===== src/rtl/cla_adder.sv =====
// -----------------------------------------------------------------------------
// cla_adder
//
// Registered 4-bit carry-lookahead adder. It computes a + b + cin. Every carry
// is a flat sum-of-products of the bit generate/propagate terms and cin, so no
// carry depends on another computed carry. The group generate/propagate
// outputs let a parent combine several instances through a second-level
// lookahead unit. Sum, carry-out and group terms all come out of a single
// register stage, which gives a latency of one cycle.
//
// Ports:
//   clk   in   1      rising-edge clock
//   rst   in   1      asynchronous, active-high reset; clears all outputs
//   a     in   WIDTH  operand A, unsigned
//   b     in   WIDTH  operand B, unsigned
//   cin   in   1      carry-in
//   sum   out  WIDTH  registered (a + b + cin) bits [3:0]
//   cout  out  1      registered carry-out, bit 4 of the result
//   gg    out  1      registered group generate (independent of cin)
//   gp    out  1      registered group propagate (independent of cin)
// -----------------------------------------------------------------------------
module cla_adder #(
    // The carry equations below are written out for exactly four bits.
    // Build wider adders by cascading instances, not by changing this value.
    parameter int WIDTH = 4
) (
    input  logic             clk,
    input  logic             rst,
    input  logic [WIDTH-1:0] a,
    input  logic [WIDTH-1:0] b,
    input  logic             cin,
    output logic [WIDTH-1:0] sum,
    output logic             cout,
    output logic             gg,
    output logic             gp
);

    logic [3:0] g;
    logic [3:0] p;
    logic [4:0] c;
    logic [3:0] sum_next;
    logic       gg_next;
    logic       gp_next;

    assign g = a & b;
    assign p = a ^ b;

    // Each carry is written out in full from g, p and cin. None of them uses
    // a lower carry, so the carry logic is only two levels deep.
    assign c[0] = cin;
    assign c[1] = g[0]
                | (p[0] & cin);
    assign c[2] = g[1]
                | (p[1] & g[0])
                | (p[1] & p[0] & cin);
    assign c[3] = g[2]
                | (p[2] & g[1])
                | (p[2] & p[1] & g[0])
                | (p[2] & p[1] & p[0] & cin);
    assign c[4] = g[3]
                | (p[3] & g[2])
                | (p[3] & p[2] & g[1])
                | (p[3] & p[2] & p[1] & g[0])
                | (p[3] & p[2] & p[1] & p[0] & cin);

    assign sum_next = p ^ c[3:0];

    // The group terms leave cin out, so a parent lookahead unit can form
    // this block's carry-out as gg | gp & cin without waiting for the block.
    assign gg_next = g[3]
                   | (p[3] & g[2])
                   | (p[3] & p[2] & g[1])
                   | (p[3] & p[2] & p[1] & g[0]);
    assign gp_next = &p;

    // NOTE: use non-blocking assignments for registers. Every flop then
    // samples the pre-edge value, whatever order the statements are in.
    always_ff @(posedge clk or posedge rst) begin
        if (rst) begin
            sum  <= '0;
            cout <= 1'b0;
            gg   <= 1'b0;
            gp   <= 1'b0;
        end else begin
            sum  <= sum_next;
            cout <= c[4];
            gg   <= gg_next;
            gp   <= gp_next;
        end
    end

endmodule


===== config.mk =====
export PLATFORM = sky130hd
export DESIGN_NAME = cla_adder
export DESIGN_NICKNAME = d
export VERILOG_FILES = /design/src/rtl/cla_adder.sv
export SDC_FILE = /design/constraint.sdc
export NUM_CORES = 1
export LEC_CHECK = 0
export ABC_AREA = 1
export BUFFER_PORTS_ARGS = -buffer_cell sky130_fd_sc_hd__buf_2
export CAP_MARGIN = 20
export CORE_AREA = 3 3 40 42
export CTS_BUF_LIST = sky130_fd_sc_hd__clkbuf_8
export DETAILED_ROUTE_END_ITERATION = 10
export DIE_AREA = 0 0 43 45
export GPL_TIMING_DRIVEN = 0
export PLACE_DENSITY = 0.57
export SLEW_MARGIN = 30
export SYNTH_ARGS = -nofsm -noshare
export SYNTH_HDL_FRONTEND = slang
export SYNTH_SLANG_ARGS = --single-unit

===== constraint.sdc =====
create_clock -name clk -period 1.1 [get_ports clk]
set_input_delay 0.22 -clock clk [delete_from_list [all_inputs] [get_ports clk]]
set_output_delay 0.22 -clock clk [all_outputs]
set_load 0.02 [all_outputs]

==> impl_metrics.toml <==
[synth]
syn-cell-area_um2 = 408
post_synth_most_frequent_cells = "13 x nand2_1, 8 x inv_1, 7 x dfrtp_1"
synth.most_common_cell = "nand2_1"
cells_after_synth = 46
synth.lib_cells_used.distinct = 12
synthesis.area_per_instance_um2 = 8.87
synth_seq_area_share = 0.429
ys_warn_count = 0
synth_nets = 63
synth_top_area_share = 0.429
postSynth.topFlopCell = "dfrtp_1"
netlist.top_cell.by_area = "dfrtp_1"
netlist_top_cells_area = "dfrtp_1 43%, ha_1 15%, nand2_1 12%, inv_1 7.4%, nand3_1 6.1%"
synth_enable_flop_cells = 0
number_of_synthesized_register_bits = 7
share_of_async_settable_or_async_resettable_flops_after_synthesis = 1.00

[grt]
grt_pass1_vias = 334
global_route_wire_length_before_repair_mm = 1.21
global_route.usage.total = 0.0901
grt_overflow_total = 0
antenna_found_initial = 0
grt_max_degree = 8

[layout]
syn_to_final_growth_pct = 39.0
final_cells = 83
num_antenna_cells = 0
finalCoreUtilization = 0.441
post_route_cells_drive_above_1_share = 0.309
final_nets = 86

[clocking]
cts_tree = "yes"
cts.clk_slew.worst_paths_ps = 40
clock_tree.buffer_depth = 2
cts_setup_buffers = 0
cts_hold_buffers = 1
cts_htree_levels = 1
cts_resized = 0
cts_inserted_buffers = 3
clock_root_buffer_master = "clkbuf_8"
numClockSinks = 7

[sta]
hold_slack_ps = 257
slew_headroom = 0.841
hold_violations = 0
final_max_slew_violation_count = 0
fmax_mhz = 1020
finalCriticalPeriod_ps = 981
timing_worst_slew_pin_value_ps = 239
final-setup-viol-count = 0
unrepaired_setup_endpoints_after_global_routing = "no"
final_min_period_over_clock_period = 0.892

[power_and_ir_drop]
irDropWorstVdd_mv = 0.385
power_mw = 0.849
leakagePower_nw = 0.335
powerDensity_nw_per_um2 = 1500

[floorplanning]
num_rows = 13
design.core.area_um2 = 1280
io-pin-count = 18
design.die.area_um2 = 1940
die_h_um = 45
initial_core_util = 0.317
die_width_um = 43

[drt]
drt.antenna.violating_nets = 0
via_per_inst = 4.12
num_vias = 342
dr.first_iter.drc_count = 1
detail_route.drc_violations = 0
route.detailed.wl_per_inst_um = 8.13
detailedRoute.firstPassIterationCount = 2
route.final.wire_length_um = 675

[critical_path]
critical_path_arrival_ps = 1090
worstPathMaxFanout = 5
critPathCaptureType = "flop"
critical_path_required_ps = 1210
crit_path_start_kind = "input port"
path_class = "input port to flop"

[placed_design]
routabilityCongestion = 0.783
placed_cells_incl_taps = 78
port_buffers = 17
hpwlAfterDp_um = 579

[status]
result_of_the_run = "finished, final reports clean"

[hold_path]
hold_path_class = "input port to flop"
min_path_cells = 3

[flow_run]
maxCapViolations = 0
-- flip-flops by register name, summed over array words and instances, names as in the netlist --
name  count
sum       4
cout      1
gg        1
gp        1
-- cells by family after synthesis --
family,after synthesis,share of synthesized area
AND/OR/NAND/NOR,23,0.261
adder cells (fa/ha/maj),6,0.202
flip-flops,7,0.429
AO/OA/AOI/OAI,1,0.0123
buffers and inverters,8,0.0736
XOR/XNOR,1,0.0215
-- power by group --
part | leakage (nW) | total [mW] | internal, mW | switching, mW
Combinational | 0.223 | 0.211 | 0.0817 | 0.130
Clock | 0.0269 | 0.337 | 0.240 | 0.0974
Sequential | 0.0852 | 0.300 | 0.294 | 0.00631
-- per-layer routing --
metal  vias to the layer above  share of wire  global-route usage
met1                       138           0.44              0.0948
met3                         2           0.10              0.0398
li1                        189              -                   -
met5                         -              0                   0
met4                         0         0.0059              0.0904
met2                        13           0.45               0.132
-- stage by stage --
stage               area [um2]  setup WS, ps  TNS (ps)
floorplan                  408          42.3         0
global placement           512          -126      -208
detailed placement         512          -115      -165
CTS                        567           122         0
global route               567          37.1         0
finish                     567           119         0
-- final cells by class --
class / count / area [um2]
multi-input cells: 31 / 203
well taps: 15 / 18.8
clock inverters: 1 / 3.75
inverters: 8 / 30.0
fillers: 132 / 718
flip-flops and latches: 7 / 175
clock buffers: 3 / 41.3
repair buffers: 18 / 95.1
-- placed cells by master, fill, tap and decap left out --
cell,Yosys,final
buf_2,0,17
xnor2_1,1,1
dfrtp_1,7,7
or2_0,1,1
nand3_1,5,5
clkbuf_8,0,3
nor3_2,1,1
nand2_1,13,13
a21oi_1,1,1
inv_1,8,9
ha_1,5,5
nand4_1,2,2
fa_1,1,1
dlygate4sd3_1,0,1
nor2_1,1,1
-- path summary, 6_finish.rpt --
path | startpoint | end | slack (ps)
setup / recovery | a[2] | sum[3]$_DFF_PP0_ | 120
hold / removal | cin | cout$_DFF_PP0_ | 260
max in group asynchronous | rst | sum[0]$_DFF_PP0_ | 440
min in group asynchronous | rst | gp$_DFF_PP0_ | 460
-- worst max-delay path: stages --
cell	delay (ps)
buf_2	100
ha_1	340
or2_0	210
nand2_1	80
nand2_1	50
nand2_1	50
nand2_1	40
Power figures use the tool's default switching activity.
